`config.mk`:
```
export PLATFORM = sky130hd
export DESIGN_NAME = bist_lfsr_engine
export DESIGN_NICKNAME = d
export VERILOG_FILES = /design/src/rtl/bist_lfsr_pkg.sv /design/src/rtl/lfsr_step.sv /design/src/rtl/bist_lfsr_engine.sv
export SDC_FILE = /design/constraint.sdc
export NUM_CORES = 1
export LEC_CHECK = 0
export BUFFER_PORTS_ARGS = -buffer_cell sky130_fd_sc_hd__buf_2
export CAP_MARGIN = 20
export CORE_ASPECT_RATIO = 0.7
export CORE_MARGIN = 3
export CORE_UTILIZATION = 40
export CTS_CLUSTER_DIAMETER = 40
export CTS_CLUSTER_SIZE = 14
export DETAILED_ROUTE_END_ITERATION = 6
export SLEW_MARGIN = 10
export SYNTH_ARGS = -nofsm -noshare
export SYNTH_HDL_FRONTEND = slang
export SYNTH_SLANG_ARGS = --single-unit
```
`constraint.sdc`:
```
create_clock -name i_Clock -period 2.1 [get_ports i_Clock]
set_clock_uncertainty 0.1 [all_clocks]
set_input_delay 0.315 -clock i_Clock [delete_from_list [all_inputs] [get_ports i_Clock]]
set_output_delay 0.315 -clock i_Clock [all_outputs]
set_load 0.02 [all_outputs]
```
`src/rtl/bist_lfsr_pkg.sv`:
```
// Shared types and defaults for the BIST LFSR engine (PRBS generator / MISR).
package bist_lfsr_pkg;

    typedef enum logic [1:0] {
        IDLE  = 2'd0,
        SHIFT = 2'd1,
        HOLD  = 2'd2
    } fsm_t;

    localparam logic MODE_GEN  = 1'b0;
    localparam logic MODE_MISR = 1'b1;

    localparam logic [15:0] DEFAULT_SEED = 16'hACE1;
    localparam logic [15:0] DEFAULT_TAPS = 16'h8058;

endpackage

```
`src/rtl/lfsr_step.sv`:
```
// One Fibonacci-style LFSR shift, optionally folding an input word in (MISR absorb).
module lfsr_step #(
    parameter int unsigned WIDTH     = 16,
    parameter int unsigned OUT_WIDTH = 8
) (
    input  logic [WIDTH-1:0]     state,
    input  logic [WIDTH-1:0]     taps,
    input  logic [OUT_WIDTH-1:0] data,
    input  logic                 data_en,
    output logic [WIDTH-1:0]     next_state
);

    logic             fb;
    logic [WIDTH-1:0] data_ext;

    assign fb         = ^(state & taps);
    assign data_ext   = data_en ? WIDTH'(data) : '0;
    assign next_state = {state[WIDTH-2:0], fb} ^ data_ext;

endmodule

```
`src/rtl/bist_lfsr_engine.sv`:
```
// LFSR engine for the UART BIST path: PRBS word generator with valid/ready output,
// or MISR signature compactor, with loadable seed/taps and zero-state recovery.
module bist_lfsr_engine
    import bist_lfsr_pkg::*;
#(
    parameter int unsigned    WIDTH     = 16,
    parameter int unsigned    OUT_WIDTH = 8,
    parameter logic [WIDTH-1:0] SEED    = WIDTH'(DEFAULT_SEED),
    parameter logic [WIDTH-1:0] TAPS    = WIDTH'(DEFAULT_TAPS),
    parameter int unsigned    STEPS     = 8,
    parameter int unsigned    CNT_WIDTH = 16
) (
    input  logic                 i_Clock,
    input  logic                 i_Reset,
    input  logic                 i_Mode,
    input  logic                 i_Load,
    input  logic [WIDTH-1:0]     i_Seed,
    input  logic [WIDTH-1:0]     i_Taps,
    input  logic                 i_Enable,
    output logic                 o_Valid,
    input  logic                 i_Ready,
    output logic [OUT_WIDTH-1:0] o_Data,
    input  logic                 i_Data_Valid,
    input  logic [OUT_WIDTH-1:0] i_Data,
    output logic [WIDTH-1:0]     o_State,
    output logic [CNT_WIDTH-1:0] o_Word_Count,
    output logic                 o_Lockup,
    output logic                 o_Busy
);

    localparam int unsigned       STEP_W    = (STEPS > 1) ? $clog2(STEPS) : 1;
    localparam logic [STEP_W-1:0] LAST_STEP = STEP_W'(STEPS - 1);

    fsm_t                 fsm_q, fsm_d;
    logic [WIDTH-1:0]     lfsr_q, lfsr_d;
    logic [WIDTH-1:0]     taps_q, taps_d;
    logic [CNT_WIDTH-1:0] cnt_q, cnt_d;
    logic [STEP_W-1:0]    step_q, step_d;
    logic                 valid_q, valid_d;
    logic [OUT_WIDTH-1:0] data_q, data_d;
    logic                 lockup_q, lockup_d;
    logic                 busy_q;

    logic                 absorb;
    logic                 zero_state;
    logic [WIDTH-1:0]     step_out;
    logic [WIDTH-1:0]     gen_next;

    // MISR absorb only happens from IDLE in signature mode; SHIFT never folds data in
    assign absorb     = (fsm_q == IDLE) && (i_Mode == MODE_MISR) && i_Data_Valid;
    assign zero_state = (lfsr_q == '0);

    lfsr_step #(
        .WIDTH     (WIDTH),
        .OUT_WIDTH (OUT_WIDTH)
    ) u_step (
        .state      (lfsr_q),
        .taps       (taps_q),
        .data       (i_Data),
        .data_en    (absorb),
        .next_state (step_out)
    );

    // Generate-mode step with lock-up recovery to the fixed SEED
    assign gen_next = zero_state ? SEED : step_out;

    always_comb begin
        fsm_d    = fsm_q;
        lfsr_d   = lfsr_q;
        taps_d   = taps_q;
        cnt_d    = cnt_q;
        step_d   = step_q;
        valid_d  = valid_q;
        data_d   = data_q;
        lockup_d = 1'b0;

        if (i_Load) begin
            lfsr_d  = i_Seed;
            taps_d  = i_Taps;
            cnt_d   = '0;
            step_d  = '0;
            valid_d = 1'b0;
            fsm_d   = IDLE;
        end else begin
            unique case (fsm_q)
                IDLE: begin
                    if (i_Mode == MODE_GEN) begin
                        if (i_Enable) begin
                            fsm_d  = SHIFT;
                            step_d = '0;
                        end
                    end else if (i_Data_Valid) begin
                        lfsr_d = step_out;
                        cnt_d  = cnt_q + CNT_WIDTH'(1);
                    end
                end

                SHIFT: begin
                    lfsr_d   = gen_next;
                    lockup_d = zero_state;
                    if (step_q == LAST_STEP) begin
                        fsm_d   = HOLD;
                        step_d  = '0;
                        valid_d = 1'b1;
                        data_d  = gen_next[OUT_WIDTH-1:0];
                    end else begin
                        step_d = step_q + STEP_W'(1);
                    end
                end

                HOLD: begin
                    if (i_Ready) begin
                        cnt_d   = cnt_q + CNT_WIDTH'(1);
                        valid_d = 1'b0;
                        step_d  = '0;
                        fsm_d   = i_Enable ? SHIFT : IDLE;
                    end
                end

                default: begin
                    fsm_d   = IDLE;
                    valid_d = 1'b0;
                end
            endcase
        end
    end

    always_ff @(posedge i_Clock) begin
        if (i_Reset) begin
            fsm_q    <= IDLE;
            lfsr_q   <= SEED;
            taps_q   <= TAPS;
            cnt_q    <= '0;
            step_q   <= '0;
            valid_q  <= 1'b0;
            data_q   <= '0;
            lockup_q <= 1'b0;
            busy_q   <= 1'b0;
        end else begin
            fsm_q    <= fsm_d;
            lfsr_q   <= lfsr_d;
            taps_q   <= taps_d;
            cnt_q    <= cnt_d;
            step_q   <= step_d;
            valid_q  <= valid_d;
            data_q   <= data_d;
            lockup_q <= lockup_d;
            busy_q   <= (fsm_d != IDLE);
        end
    end

    assign o_Valid      = valid_q;
    assign o_Data       = data_q;
    assign o_State      = lfsr_q;
    assign o_Word_Count = cnt_q;
    assign o_Lockup     = lockup_q;
    assign o_Busy       = busy_q;

endmodule

```
# Yosys cells after proc, flatten, opt, wreduce, memory -nomap -nowiden
# Index checks and enable logic that the tools add are counted.
[totals] ff_bits=64 wordCells=68 in_bits=47 out_inout_bits=43
[classes] n_bitwise=5 add_sub_neg=2 eq_ne=11 reduce_logical=16 n_mux=25
[ops] operator="$mux W16" n=7
[ops] operator="$pmux W16 S2" n=2
[ops] operator="$add A16 B1 Y16 const B" n=1
[ops] operator="$and A16 B16 Y16" n=1
[ops] operator="$logic_not A16 Y1" n=1
[ops] operator="$reduce_xor A16 Y1" n=1
[ops] operator="$xor A16 B16 Y16" n=1
[ops] operator="$mux W3" n=4
[ops] operator="$ne A2 B2 Y1 const B" n=6
[ops] operator="$mux W2" n=5
[ops] operator="$pmux W3 S3" n=1
[ops] operator="$reduce_and A3 Y1" n=3
[ops] operator="$mux W8" n=1
[ops] operator="$reduce_and A4 Y1" n=2
[ops] operator="$ne A3 B3 Y1 const B" n=2
[ops] operator="$pmux W2 S3" n=1
[ops] operator="$reduce_bool A3 Y1" n=2
[ops] operator="$reduce_bool A2 Y1" n=2
[ops] operator="$add A3 B1 Y3 const B" n=1
[ops] operator="$eq A3 B3 Y1 const B" n=1
[ops] operator="$mux W1" n=3
[ops] operator="$not A1 Y1" n=3
[ops] operator="$pmux W1 S3" n=1
[ops] operator="$reduce_or A3 Y1" n=1
[ops] operator="other kinds (5)" n=6

# Longest topological paths before layout
# Gate-level depths: netlist of the first run.
[depth] ltp_word=9 depth_mapped=8 depth_no_buf=7

# Hierarchy
# A second synthesis of the first run with hierarchy kept.
[unflattened] cells_unflattened=340 area_unflattened_um2=3099.2
[modules_own_cells] mod="bist_lfsr_engine" n_inst=1 area_per_inst_um2=2705.1 cells_per_inst=285 seq_area_each_um2=1281.2
[modules_own_cells] mod="lfsr_step" n_inst=1 area_per_inst_um2=394.1 cells_per_inst=55 seq_area_each_um2=0.0

# Worst setup path after synthesis of the first run
# Ideal clock, no wire load.
[synth_path] path_type="reg-to-reg" start="register lfsr_q[4] (netlist: o_State[4])" end="register lfsr_q[0] (netlist: o_State[0])" setup_ns=0.119 t_arrival_ns=1.677 n_path_buf=0 synth_period_minus_slack_ns=1.896 required_time_ns=1.881 path_stages_with_launch=8 path_slack_ns=0.204 cell_sequence="dfxtp_1 > nand2_2 > xnor2_2 > xnor2_1 > xnor3_1 > xnor2_1 > and2_1 > o21ai_2"
[synth_via] elab_chain_cells=7 word_cells_on_any_way=9 cone_classes="5 x mux; 2 x bitwise; 2 x reduce/logical"
[synth_lines] element="start, declared" line_no="bist_lfsr_engine.sv:35" rtl="logic [WIDTH-1:0] lfsr_q, lfsr_d;"
[synth_lines] element="start signal, assigned" line_no="bist_lfsr_engine.sv:141" rtl="lfsr_q <= lfsr_d;"
[synth_lines] element="$and A16 B16 Y16" line_no="lfsr_step.sv:16" rtl="assign fb = ^(state & taps);"
[synth_lines] element="$reduce_xor A16 Y1" line_no="lfsr_step.sv:16"
[synth_lines] element="$xor A16 B16 Y16" line_no="lfsr_step.sv:18" rtl="assign next_state = {state[WIDTH-2:0], fb} ^ data_ext;"
[synth_lines] element="$mux W16" line_no="bist_lfsr_engine.sv:92" rtl="end else if (i_Data_Valid) begin"
[synth_lines] element="$mux W16" line_no="bist_lfsr_engine.sv:87" rtl="if (i_Mode == MODE_GEN) begin"
[synth_lines] element="$pmux W16 S2 *" line_no="bist_lfsr_engine.sv:85" rtl="unique case (fsm_q)"
[synth_lines] element="$mux W16 *" line_no="bist_lfsr_engine.sv:77" rtl="if (i_Load) begin"
# Mark *: on every way between the ends. The rest lies on a longest branch, timed or not. The select of a mux whose other input is x is not followed.
# A chain may end at the register's enable or synchronous reset.

# Worst setup path after layout of the first run
[layout_path] start="register lfsr_q[6] (netlist: o_State[6])" end="register lfsr_q[0] (netlist: o_State[0])"
# The elaborated chain is that of the path after synthesis.

==> results of run 1 <==
-- path summary, 6_finish.rpt --
| path | startpoint | endpoint | slack, ps | cells after the start |
|---|---|---|---|---|
| hold / removal | i_Taps[6] | taps_q[6]$_SDFFE_PP1P_ | 80 | 2 |
| setup / recovery | o_State[6]$_SDFFE_PP1P_ | o_State[0]$_SDFFE_PP1P_ | 90 | 7 |
| setup reg to reg | o_State[6]$_SDFFE_PP1P_ | o_State[0]$_SDFFE_PP1P_ | 90 | 7 |
| hold reg to reg | o_Valid$_SDFFE_PP0P_ | o_Valid$_SDFFE_PP0P_ | 360 | 2 |
-- cells in the mapped netlist --
cell / count / area [um2]
sky130_fd_sc_hd__o21ai_1: 1 / 5.00
sky130_fd_sc_hd__o22ai_1: 7 / 43.8
sky130_fd_sc_hd__nor3_1: 6 / 30.0
sky130_fd_sc_hd__buf_1: 2 / 7.51
sky130_fd_sc_hd__nor4_1: 4 / 25.0
sky130_fd_sc_hd__o21ai_2: 1 / 8.76
sky130_fd_sc_hd__nand2_1: 34 / 128
sky130_fd_sc_hd__nand3_1: 14 / 70.1
sky130_fd_sc_hd__a21oi_2: 1 / 8.76
sky130_fd_sc_hd__and3_1: 4 / 25.0
sky130_fd_sc_hd__o21ai_0: 4 / 20.0
sky130_fd_sc_hd__nand2b_1: 1 / 6.26
sky130_fd_sc_hd__or2_2: 4 / 25.0
sky130_fd_sc_hd__mux2i_1: 13 / 130
sky130_fd_sc_hd__xnor2_2: 3 / 48.8
sky130_fd_sc_hd__nor2_1: 48 / 180
sky130_fd_sc_hd__and2_1: 2 / 12.5
sky130_fd_sc_hd__a211o_1: 4 / 35.0
sky130_fd_sc_hd__a211oi_1: 4 / 30.0
sky130_fd_sc_hd__a31oi_1: 5 / 31.3
sky130_fd_sc_hd__and4_1: 3 / 26.3
sky130_fd_sc_hd__a21oi_1: 14 / 70.1
sky130_fd_sc_hd__dfxtp_1: 64 / 1280
sky130_fd_sc_hd__nor2_2: 1 / 6.26
sky130_fd_sc_hd__nand3b_4: 1 / 20.0
sky130_fd_sc_hd__nand2_2: 1 / 6.26
sky130_fd_sc_hd__a22oi_1: 14 / 105
sky130_fd_sc_hd__xnor3_1: 1 / 22.5
sky130_fd_sc_hd__o22a_1: 1 / 8.76
sky130_fd_sc_hd__nand4_1: 2 / 12.5
sky130_fd_sc_hd__xor2_1: 19 / 166
sky130_fd_sc_hd__ha_1: 3 / 37.5
sky130_fd_sc_hd__nor2b_1: 5 / 31.3
sky130_fd_sc_hd__inv_1: 3 / 11.3
sky130_fd_sc_hd__clkbuf_1: 11 / 41.3
sky130_fd_sc_hd__o21bai_1: 4 / 30.0
sky130_fd_sc_hd__xnor2_1: 14 / 123
sky130_fd_sc_hd__buf_2: 6 / 30.0
-- cells in the final DEF (no fill, tap or decap), drive strengths merged, types with 4 or more instances in the layout --
master / netlist / layout
buf: 8 / 106
dfxtp: 64 / 64
nor2: 49 / 49
nand2: 35 / 35
xor2: 19 / 19
xnor2: 17 / 17
a21oi: 15 / 15
nand3: 14 / 14
a22oi: 14 / 14
mux2i: 13 / 13
clkbuf: 11 / 11
o22ai: 7 / 7
nor3: 6 / 6
o21ai: 6 / 6
a31oi: 5 / 5
nor2b: 5 / 5
or2: 4 / 4
and3: 4 / 4
nor4: 4 / 4
a211oi: 4 / 4
o21bai: 4 / 4
a211o: 4 / 4
-- sequential cells by signal, indices dropped and copies added (netlist names), 2 cells and up --
register	cells
fsm_q	2
o_Data	8
o_State	16
o_Word_Count	16
step_q	3
taps_q	16
-- per-layer routing --
metal,share of wire [%],vias up,wire [um],GRT usage [%]
met5,0,-,0,0
met4,0.74,0,60,4.16
met3,7.0,7,567,6.73
met2,38,92,3090,26.0
met1,54,1209,4370,32.2
li1,-,1331,-,-
-- critical path, stage by stage (launching register included) --
cell and delay, ps:
sky130_fd_sc_hd__dfxtp_1 420, sky130_fd_sc_hd__nand2_1 100, sky130_fd_sc_hd__xnor2_1 190, sky130_fd_sc_hd__xnor2_1 160, sky130_fd_sc_hd__xnor3_1 440, sky130_fd_sc_hd__xnor2_1 250
sky130_fd_sc_hd__and2_1 190, sky130_fd_sc_hd__o21ai_2 60
-- cell type report --
class                      instances  area [um2]
clock buffer                      11         151
clock inverter                     5        55.1
fill                             641        3160
inverter                           3        11.3
multi-input combinational        243        1530
sequential                        64        1280
tap                               94         118
timing repair buffer             106         573
-- stage by stage --
stage	util (%)	cells	power, uW	worst slack, ps	hold slack (ps)
2_1_floorplan	-	329	1620	204	337
3_3_place_gp	51.0	510	1790	146	342
3_5_place_dp	51.0	510	1790	149	350
4_1_cts	54.0	526	2900	90.7	62.4
5_1_grt	54.1	526	3010	2.41	54.7
6_report	54.1	526	2880	90.9	80.9
-- timing repair --
action | CTS | global route
setup endpoints to repair | 0 | 12
buffers inserted | 0 | 0
gates resized for setup | 0 | 3
-- power breakdown --
group / leakage (uW) / internal [uW] / switching, uW
combinational: 0.00103 / 213 / 249
sequential: 0.000524 / 1260 / 48.4
clock: 0.000101 / 609 / 498
-- cell families after synthesis --
family | Yosys count | share of synthesized area (%)
AOI/OAI and AO/OA | 60 | 13.7
xor gates and xnor gates | 37 | 12.4
adders and majority gates | 3 | 1.29
DFF | 64 | 44.2
muxes | 13 | 4.49
and+or+nand+nor | 130 | 20.8
buffers and inverters | 22 | 3.11
==> impl_results.rst, run 1 <==
.. list-table::
   :header-rows: 1

   * - Metric
     - Value
   * - Power density cells
     - 773 mW/mm2
   * - DRT Pass-1 Iters
     - 4
   * - Final hold vios
     - 0
   * - WL/cell
     - 15.4 um
   * - Synth Net Count
     - 379
   * - Max Root-Sink Buffers
     - 2
   * - Number of standard cells after synthesis
     - 329
   * - Data arrival time of the worst path
     - 2140 ps
   * - DRC violations left
     - 0
   * - Overflow left after global routing
     - 0
   * - Initial antenna violation count
     - 0
   * - RSZ-0062 raised after global routing
     - no
   * - Relative area change from synthesis to final layout
     - 28.4%
   * - CTS Root Buffer Type
     - sky130_fd_sc_hd__clkbuf_8
   * - CTS tree
     - yes
   * - Clock period minus final worst setup slack
     - 2010 ps
   * - Final Net Count
     - 477
   * - Die Span X
     - 108 um
   * - Fmax
     - approximately 500 MHz
   * - Vias
     - 2639
   * - Drt total wl
     - 8090 um
   * - Number of antenna repair diodes
     - 0
   * - Hold buffer count at cts
     - 0
   * - Die boundary height
     - 77.2 um
   * - Count of clock tree sinks
     - 64
   * - Fraction of the cycle the final worst path needs
     - 95.7%
   * - Startpoint kind of the worst setup timing path
     - flip-flop
   * - Largest driver fanout on the critical path
     - 5
   * - Leakage power summed over all cells
     - ~0.0017 uW
   * - First DRT Iteration DRCs
     - between 100 and 150
   * - Vias in the first global route
     - 2462
   * - VDD IR-drop max
     - 0.340 mV
   * - Critical path class
     - reg2reg
   * - Number of maximum-capacitance constraint violations
     - 0
   * - GPL Wtd Cong
     - 0.860
   * - Count of input and output buffers
     - 89
   * - Post-detailed-route count of antenna-violating nets
     - 0
   * - Placeable core region
     - 0.00688 mm2
   * - Yosys warnings
     - 0
   * - Nature of the critical path endpoint
     - flip-flop
   * - Avg Cell Area, Syn
     - ~8.8 um2
   * - Per-cell via count in the routed design
     - 5.02
   * - Summed area of non-filler cells in the final layout
     - 0.00372 mm2
   * - Wire length of the first global-routing pass
     - 13200 um
   * - Site row count
     - 25
   * - Worst-margin pin slew
     - 935 ps
   * - Post-synthesis cell type count
     - 38
   * - Post-placement cell area
     - around 0.0035 mm2
   * - Clock transition at path regs
     - 80 ps
   * - Fraction of the yosys area taken by sequential cells
     - 44.2%
   * - Required @ worst endpoint
     - around 2200 ps
   * - Number of setup violations in the final report
     - 0
   * - Ratio of cells with drive above 1 in the final layout
     - 31.7%
   * - Largest net degree at the start of global routing
     - 26
   * - Slew Viols, Final
     - 0
   * - Count of pins on the block boundary
     - 90
   * - Full die area
     - 0.00832 mm2
   * - Post-synthesis cell area
     - 0.00290 mm2
   * - Initial standard-cell utilization of the core
     - 42.1%
   * - HPWL after detailed placement
     - 6090 um
   * - Hold/Removal Path Class
     - in2reg
   * - Worst rel slew slack
     - 37.4%
   * - Outcome
     - completed
   * - #FFs+latches synth
     - 64
   * - TritonCTS buffer count
     - 9
   * - Clock insertion delay at the later pin of the skew report
     - 340 ps
   * - Overall routing resource usage
     - 20.3%
   * - Deepest level of the CTS H-tree
     - 3
   * - Setup tns final
     - 0 ps
Power figures use the tool's default switching activity.
==> run 2: changes to the inputs <==
--- a/config.mk
+++ b/config.mk
@@ -5,6 +5,7 @@
 export SDC_FILE = /design/constraint.sdc
 export NUM_CORES = 1
 export LEC_CHECK = 0
+export ABC_AREA = 1
 export BUFFER_PORTS_ARGS = -buffer_cell sky130_fd_sc_hd__buf_2
 export CAP_MARGIN = 20
 export CORE_ASPECT_RATIO = 0.7
==> impl_results.rst, run 2 <==
.. list-table::
   :header-rows: 1

   * - Metric
     - Value
   * - HPWL after detailed placement
     - 7110 um (+17%)
   * - Number of cell instances on the worst register-to-register path
     - 11 (+4)
   * - Commonest cells post-synth
     - sky130_fd_sc_hd__nand2_1, sky130_fd_sc_hd__dfxtp_1, sky130_fd_sc_hd__inv_1, sky130_fd_sc_hd__nor2_1, sky130_fd_sc_hd__a21oi_1
   * - Number of stages on the worst hold path
     - 3 (+1)
   * - Nature of the critical path endpoint
     - flip-flop
   * - Wire length of the first global-routing pass
     - 14900 um (+13%)
   * - Count of pins on the block boundary
     - 90 (unchanged)
   * - Data arrival time of the worst path
     - 1870 ps (-270 ps)
   * - Post-synthesis cell type count
     - 30 (-21%)
   * - Ratio of cells with drive above 1 in the final layout
     - 22.7% (-9.0 points)
   * - Final Util
     - 54.2% (+0.084 points)
   * - End of the worst register-to-register path
     - o_Word_Count[14]$_SDFFE_PP0P_
   * - Post-detailed-route count of antenna-violating nets
     - 0 (unchanged)
   * - DRC violations left
     - 0 (unchanged)
   * - FILL cells
     - 758 (+18%)
   * - Largest cells by area after synthesis
     - sky130_fd_sc_hd__dfxtp_1, sky130_fd_sc_hd__nand2_1, sky130_fd_sc_hd__inv_1
   * - Slew Viols, Final
     - 0 (unchanged)
   * - Critical path class
     - reg2reg
   * - Number of instances resized during post-cts repair
     - 0 (unchanged)
   * - Final Net Count
     - 618 (+30%)
   * - Primary FF master, synth
     - sky130_fd_sc_hd__dfxtp_1
   * - Setup tns final
     - 0 ps (unchanged)
   * - Post-CTS repair timing setup buffer count
     - 0 (unchanged)
   * - Initial antenna violation count
     - 0 (unchanged)
   * - First DRT Iteration DRCs
     - 157 (+22%)
   * - Post-synthesis cell area
     - 0.00323 mm2 (+11%)
   * - Largest driver fanout on the critical path
     - 6 (+1)
   * - Met3 usage
     - 6.55% (-0.18 points)
   * - Hold/Removal Path Class
     - in2reg
   * - Number of enable flip-flop cells after synthesis
     - 0 (unchanged)
   * - Synth Net Count
     - 525 (+39%)
   * - Per-cell via count in the routed design
     - 5.03 (+0.19%)
   * - Count of input and output buffers
     - 89 (unchanged)
   * - Vias in the first global route
     - 3001 (+22%)
   * - Overflow left after global routing
     - 0 (unchanged)
   * - Met2 GRT Util
     - 29.0% (+3.0 points)
   * - Count of clock tree sinks
     - 64 (unchanged)
   * - Post-synth top area share
     - 39.7% (-4.5 points)
   * - Max Root-Sink Buffers
     - 2 (unchanged)
   * - Fmax
     - 572 MHz (+15%)
   * - Overall routing resource usage
     - 20.9% (+0.59 points)
   * - Clock transition at path regs
     - 50 ps (-30 ps)
   * - Required @ worst endpoint
     - 2220 ps (about the same)
   * - Full die area
     - 0.00920 mm2 (+11%)
   * - Worst rel slew slack
     - 56.8% (+19 points)
   * - Number of standard cells after synthesis
     - 475 (+44%)
   * - CTS tree
     - yes
   * - Site row count
     - 26 (+4.0%)
   * - Worst-margin pin slew
     - 648 ps (-288 ps)
   * - VDD IR-drop max
     - 0.431 mV (+27%)
   * - Leading cell type in the layout, fill and taps excluded
     - sky130_fd_sc_hd__nand2_1
   * - Initial standard-cell utilization of the core
     - 42.8% (+0.64 points)
   * - Top library cells by usage in the layout, fill and taps aside
     - sky130_fd_sc_hd__nand2_1, sky130_fd_sc_hd__buf_2, sky130_fd_sc_hd__dfxtp_1
   * - WL/cell
     - 14.0 um (-9.1%)
   * - Summed area of non-filler cells in the final layout
     - 0.00409 mm2 (+9.8%)
   * - Avg Cell Area, Syn
     - 6.80 um2 (-23%)
   * - Most Crowded Layer GR
     - met1
   * - Post-placement cell area
     - 0.00381 mm2 (+8.4%)
   * - Startpoint kind of the worst setup timing path
     - flip-flop
   * - Leakage power summed over all cells
     - 0.00199 uW (+20%)
   * - Power density cells
     - 779 mW/mm2 (+0.71%)
   * - RSZ-0062 raised after global routing
     - no
   * - Relative area change from synthesis to final layout
     - 26.7%
   * - Die boundary height
     - 81.2 um (+5.1%)
   * - CTS Root Buffer Type
     - sky130_fd_sc_hd__clkbuf_16
   * - GPL Wtd Cong
     - 0.788 (-8.4%)
   * - Clock period minus final worst setup slack
     - 1750 ps (-262 ps)
   * - Minimum setup slack among reg-to-reg paths
     - 350 ps (+260 ps)
   * - Number of setup violations in the final report
     - 0 (unchanged)
   * - DRT Pass-1 Iters
     - 5 (+1)
   * - Placeable core region
     - 0.00755 mm2 (+9.7%)
   * - Drt total wl
     - 9380 um (+16%)
   * - Vias
     - 3373 (+28%)
   * - Most frequent cell after synthesis
     - sky130_fd_sc_hd__nand2_1
   * - Hold buffer count at cts
     - 0 (unchanged)
   * - Largest net degree at the start of global routing
     - 33 (+27%)
   * - Met1 Use GR
     - 30.2% (-2.0 points)
   * - Outcome
     - completed
   * - Crit Reg-Reg Startpoint
     - fsm_q[1]$_SDFF_PP0_
   * - Critical path startpoint
     - fsm_q[1]$_SDFF_PP0_
   * - Fraction of the cycle the final worst path needs
     - 83.2% (-12 points)
   * - TritonCTS buffer count
     - 9 (unchanged)
   * - Final hold vios
     - 0 (unchanged)
   * - Yosys warnings
     - 0 (unchanged)
   * - #FFs+latches synth
     - 64 (unchanged)
   * - Sequential cell area
     - 0.00128 mm2 (about the same)
   * - Number of antenna repair diodes
     - 0 (unchanged)
   * - Clock insertion delay at the later pin of the skew report
     - 330 ps (about the same)
   * - Leading area contributor after synthesis
     - sky130_fd_sc_hd__dfxtp_1
   * - Die Span X
     - 113 um (+5.2%)
   * - Number of maximum-capacitance constraint violations
     - 0 (unchanged)
   * - Fraction of the yosys area taken by sequential cells
     - 39.7% (-4.5 points)
   * - Area of combinational cells with multiple inputs
     - 0.00168 mm2 (+9.6%)
   * - Crit path capture
     - o_Word_Count[14]$_SDFFE_PP0P_
   * - Post-synthesis async set-or-reset flop share
     - 0% (unchanged)
   * - Deepest level of the CTS H-tree
     - 3 (unchanged)
[run 2: cell count changes in the layout (fill, tap and decap cells not counted), sizes merged, moves of 12 or more]
cell	before	now
a22oi	14	0
a21oi	15	29
nand2	35	147
inv	3	56
xnor2	17	5
o21ai	6	31
mux2i	13	0
nor3	6	21
[run 2: stage by stage]
step	power (uW)	instances	worst slack (ps)	hold WS [ps]
5_1_grt	3330	671	222	104
3_5_place_dp	1790	655	370	353
3_3_place_gp	1780	655	421	349
2_1_floorplan	1620	475	524	329
4_1_cts	3220	671	366	89.1
6_report	3190	671	353	101
[run 2: worst min path at each step]
stage                            startpoint                       to
floorplan           taps_q[15]$_SDFFE_PP1P_  taps_q[15]$_SDFFE_PP1P_
CTS                              i_Taps[15]  taps_q[15]$_SDFFE_PP1P_
finish                           i_Taps[15]  taps_q[15]$_SDFFE_PP1P_
global route                     i_Taps[15]  taps_q[15]$_SDFFE_PP1P_
detailed placement  taps_q[15]$_SDFFE_PP1P_  taps_q[15]$_SDFFE_PP1P_
global placement     taps_q[4]$_SDFFE_PP1P_   taps_q[4]$_SDFFE_PP1P_
[run 2: cells by family (layout without fill, tap and decap cells)]
group / count (synthesis) / after routing / synth area share, %
DFF: 64 / 64 / 39.7
buffers and inverters: 70 / 168 / 8.25
xor gates and xnor gates: 16 / 16 / 4.34
AOI/OAI and AO/OA: 76 / 76 / 12.4
adders and majority gates: 3 / 3 / 1.16
and+or+nand+nor: 246 / 246 / 34.2
[run 2: final cells by class]
cell class | instances | area share [%]
clock buffer | 13 | 6.61
clock inverter | 3 | 0.367
inverter | 56 | 5.14
multi-input combinational | 341 | 41.1
sequential | 64 | 31.3
tap | 98 | 3.00
timing repair buffer | 96 | 12.5
[run 2: worst max-delay path: stages (launching register included)]
cell                      delay (ps)
sky130_fd_sc_hd__dfxtp_1         420
sky130_fd_sc_hd__inv_2            80
sky130_fd_sc_hd__nor2_4          100
sky130_fd_sc_hd__nand2_2          90
sky130_fd_sc_hd__nand2_4         110
sky130_fd_sc_hd__inv_1            80
sky130_fd_sc_hd__nor2_1          110
sky130_fd_sc_hd__inv_2            70
sky130_fd_sc_hd__nor2_4          120
sky130_fd_sc_hd__nand4_1         130
sky130_fd_sc_hd__o21ai_0         170
sky130_fd_sc_hd__a21oi_1          50
[run 2: where the power goes]
group | internal [uW] | leakage [uW] | switching, uW
logic | 165 | 0.00132 | 289
registers | 1270 | 0.000524 | 52.0
clock network | 888 | 0.000145 | 525
[run 2: metal layers]
layer / vias up / routed length [um]
li1: 1720 / -
met1: 1535 / 4850
met2: 106 / 3770
met3: 12 / 650
met4: 0 / 116
met5: - / 0
==> run 3: changes to the inputs <==
==> constraint.sdc (replaced) <==
create_clock -name i_Clock -period 1.71 [get_ports i_Clock]
set_clock_uncertainty 0.1 [all_clocks]
set_input_delay 0.2565 -clock i_Clock [delete_from_list [all_inputs] [get_ports i_Clock]]
set_output_delay 0.2565 -clock i_Clock [all_outputs]
set_load 0.02 [all_outputs]
==> impl_results.rst, run 3 (synthesis gave the netlist of run 2 again) <==
.. list-table::
   :header-rows: 1

   * - Metric
     - Value
   * - Outcome
     - completed
   * - Cell-internal power
     - 3090 uW (+33%)
   * - Leakage power summed over all cells
     - 0.00205 uW (+3.3%)
   * - Top Metal Used
     - met4
   * - Combinational power share
     - 13.8% (-0.4 points)
   * - Minimum setup slack among reg-to-reg paths
     - 80 ps (-270 ps)
   * - Met2 WL post-DR
     - 3950 um (+4.9%)
   * - End of the worst register-to-register path
     - o_Word_Count[14]$_SDFFE_PP0P_
   * - Number of setup violations in the final report
     - 0 (unchanged)
   * - HPWL after detailed placement
     - 7270 um (+2.3%)
   * - Site row count
     - 26 (unchanged)
   * - Post-detailed-route count of antenna-violating nets
     - 0 (unchanged)
   * - Nature of the critical path endpoint
     - flip-flop
   * - Slew Viols, Final
     - 0 (unchanged)
   * - Deepest level of the CTS H-tree
     - 3 (unchanged)
   * - Overall routing resource usage
     - 21.8% (+0.83 points)
   * - Post-placement cell area
     - 0.00385 mm2 (+1.1%)
   * - DRT Pass-1 Iters
     - 5 (unchanged)
   * - Die boundary height
     - 81.2 um (unchanged)
   * - Drt total wl
     - 9710 um (+3.5%)
   * - VDD IR-drop max
     - 0.601 mV (+39%)
   * - Net switching power
     - 1140 uW (+32%)
   * - DRC violations left
     - 0 (unchanged)
   * - Largest driver fanout on the critical path
     - 5 (-1)
   * - Ratio of cells with drive above 1 in the final layout
     - 27.5% (+4.8 points)
   * - Fmax
     - 614 MHz (+7.2%)
   * - Die Span X
     - 113 um (unchanged)
   * - Number of cell instances on the worst register-to-register path
     - 11 (unchanged)
   * - Power density cells
     - 996 mW/mm2 (+28%)
   * - Count of input and output buffers
     - 89 (unchanged)
   * - Final hold vios
     - 0 (unchanged)
   * - Initial standard-cell utilization of the core
     - 42.8% (unchanged)
   * - Area of combinational cells with multiple inputs
     - 0.00172 mm2 (+2.4%)
   * - Clk network pwr share
     - 48.0% (+3.6 points)
   * - Critical path class
     - reg2reg
   * - Endpoint with the worst hold slack
     - taps_q[15]$_SDFFE_PP1P_
   * - Met3 WL post-DR
     - 755 um (+16%)
   * - Largest net degree at the start of global routing
     - 25 (-24%)
   * - Sequential cell area
     - 0.00130 mm2 (+1.2%)
   * - RSZ-0062 raised after global routing
     - yes
   * - First DRT Iteration DRCs
     - 139 (-11%)
   * - Relative area change from synthesis to final layout
     - 31.7%
   * - Stages on the worst setup path
     - 11 (unchanged)
   * - Startpoint kind of the worst setup timing path
     - flip-flop
   * - Worst rel slew slack
     - 74.4% (+18 points)
   * - Sequential power share
     - 38.2% (-3.2 points)
   * - Dominant delay contributor by cell family on the critical path
     - simple AND/OR/NAND/NOR gates
   * - Summed area of non-filler cells in the final layout
     - 0.00425 mm2 (+3.9%)
   * - Vias in the first global route
     - 3158 (+5.2%)
   * - Crit Reg-Reg Startpoint
     - fsm_q[1]$_SDFF_PP0_
   * - CTS tree
     - yes
   * - Fraction of the cycle the final worst path needs
     - 95.3% (+12 points)
   * - Final Net Count
     - 627 (+1.5%)
   * - Hold buffer count at cts
     - 0 (unchanged)
   * - Buf/Inv on CP
     - 3 (unchanged)
   * - List of cells traversed by the critical path
     - inv_2 -> nor2_4 -> nand2_4 -> nand2_4 -> inv_4 -> nor2_2 -> inv_2 -> nor2_4 -> nand4_1 -> o21ai_1 -> a21oi_1
   * - Overflow left after global routing
     - 0 (unchanged)
   * - Origin of the worst min-delay path
     - i_Taps[15]
   * - Clock period minus final worst setup slack
     - 1630 ps (-117 ps)
   * - Final critical-path setup slack
     - 80.4 ps (-273 ps)
   * - Vias
     - 3343 (-0.89%)
   * - Clock transition at path regs
     - 50 ps (about the same)
   * - Number of stages on the worst hold path
     - 3 (unchanged)
   * - Wire length of the first global-routing pass
     - 15600 um (+5.3%)
   * - Setup tns final
     - 0 ps (unchanged)
   * - FILL cells
     - 742 (-2.1%)
   * - Count of pins on the block boundary
     - 90 (unchanged)
   * - Hold/Removal Path Class
     - in2reg
   * - Placeable core region
     - 0.00755 mm2 (unchanged)
   * - Max Root-Sink Buffers
     - 2 (unchanged)
   * - Final Util
     - 56.3% (+2.1 points)
   * - Post-placement worst setup slack
     - 19.3 ps (-351 ps)
   * - Data arrival time of the worst path
     - 1750 ps (-120 ps)
   * - Required @ worst endpoint
     - 1830 ps (-390 ps)
   * - Sw Ratio
     - 27.0% (-0.21 points)
   * - TritonCTS buffer count
     - 9 (unchanged)
   * - Leading cell type in the layout, fill and taps excluded
     - sky130_fd_sc_hd__nand2_1
   * - CTS Root Buffer Type
     - sky130_fd_sc_hd__clkbuf_16
   * - Number of antenna repair diodes
     - 0 (unchanged)
   * - WL/cell
     - 14.3 um (+2.1%)
   * - Initial antenna violation count
     - 0 (unchanged)
   * - Per-cell via count in the routed design
     - 4.92 (-2.2%)
   * - Worst-margin pin slew
     - 383 ps (-265 ps)
   * - DRT met1 WL
     - 4910 um (+1.4%)
   * - Clock insertion delay at the later pin of the skew report
     - 330 ps (about the same)
   * - Count of clock tree sinks
     - 64 (unchanged)
   * - Full die area
     - 0.00920 mm2 (unchanged)
   * - CP max-delay cell
     - sky130_fd_sc_hd__dfxtp_4
   * - Number of maximum-capacitance constraint violations
     - 0 (unchanged)
   * - Maximum cell stage delay along the critical path
     - 370 ps (-50 ps)
   * - Top library cells by usage in the layout, fill and taps aside
     - sky130_fd_sc_hd__nand2_1, sky130_fd_sc_hd__buf_2, sky130_fd_sc_hd__dfxtp_1
   * - GPL Wtd Cong
     - 0.823 (+4.5%)
-- run 3: cell count changes in the layout (fill, tap and decap cells not counted), moves of 3 or more --
| cell | previous run | this run |
|---|---|---|
| sky130_fd_sc_hd__clkinv_2 | 3 | 0 |
| sky130_fd_sc_hd__nand2_1 | 142 | 138 |
| sky130_fd_sc_hd__dfxtp_2 | 0 | 9 |
| sky130_fd_sc_hd__clkinvlp_4 | 0 | 4 |
| sky130_fd_sc_hd__buf_4 | 6 | 16 |
| sky130_fd_sc_hd__nand2_4 | 2 | 5 |
| sky130_fd_sc_hd__dfxtp_1 | 64 | 54 |
-- run 3: worst max path at each step --
stage / startpoint / endpoint
4_1_cts: fsm_q[0]$_SDFF_PP0_ / o_Word_Count[14]$_SDFFE_PP0P_
2_1_floorplan: o_Word_Count[0]$_SDFFE_PP0P_ / o_Word_Count[14]$_SDFFE_PP0P_
5_1_grt: o_Word_Count[1]$_SDFFE_PP0P_ / o_Word_Count[14]$_SDFFE_PP0P_
3_5_place_dp: fsm_q[1]$_SDFF_PP0_ / o_Word_Count[14]$_SDFFE_PP0P_
3_3_place_gp: fsm_q[0]$_SDFF_PP0_ / o_Data[5]$_SDFFE_PP0P_
6_report: fsm_q[1]$_SDFF_PP0_ / o_Word_Count[14]$_SDFFE_PP0P_
-- run 3: cell type report --
type                    instances  area share, %
flip-flops and latches         64           30.5
clock buffers                  10           5.62
well taps                      98           2.88
clock inverters                 6           2.15
repair buffers                105           13.3
inverters                      56           5.09
multi-input cells             341           40.5
-- run 3: timing repair --
action                                  in CTS  in global routing
endpoints found under the setup margin       1                 24
setup buffers                                0                  2
pin swaps                                    0                  4
gates resized for setup                      1                 26
-- run 3: worst reg2reg max path: stages (launching register included) --
cell                      delay (ps)
sky130_fd_sc_hd__dfxtp_4         370
sky130_fd_sc_hd__inv_2            60
sky130_fd_sc_hd__nor2_4          110
sky130_fd_sc_hd__nand2_4          70
sky130_fd_sc_hd__nand2_4         120
sky130_fd_sc_hd__inv_4            50
sky130_fd_sc_hd__nor2_2          100
sky130_fd_sc_hd__inv_2            70
sky130_fd_sc_hd__nor2_4          140
sky130_fd_sc_hd__nand4_1         120
sky130_fd_sc_hd__o21ai_1         160
sky130_fd_sc_hd__a21oi_1          50
-- run 3: power by group through the flow --
stage / combinational, uW / clock [uW] / sequential, uW
5_1_grt: 654 / 2150 / 1620
4_1_cts: 565 / 2070 / 1610
3_5_place_dp: 561 / 0 / 1650
3_3_place_gp: 553 / 0 / 1640
6_report: 586 / 2030 / 1620
2_1_floorplan: 326 / 0 / 1670
-- run 3: metrics by stage --
step / cells / hold WS (ps) / total power [uW]
2_1_floorplan: 475 / 283 / 1990
3_3_place_gp: 662 / 342 / 2200
3_5_place_dp: 662 / 348 / 2210
4_1_cts: 678 / 29.1 / 4250
5_1_grt: 680 / 50.1 / 4430
6_report: 680 / 45.7 / 4240
-- run 3: layer usage --
metal / vias to the layer above / global-route usage, %
met5: - / 0
met1: 1492 / 31.1
met4: 0 / 5.40
met2: 102 / 31.7
li1: 1738 / -
met3: 11 / 6.92
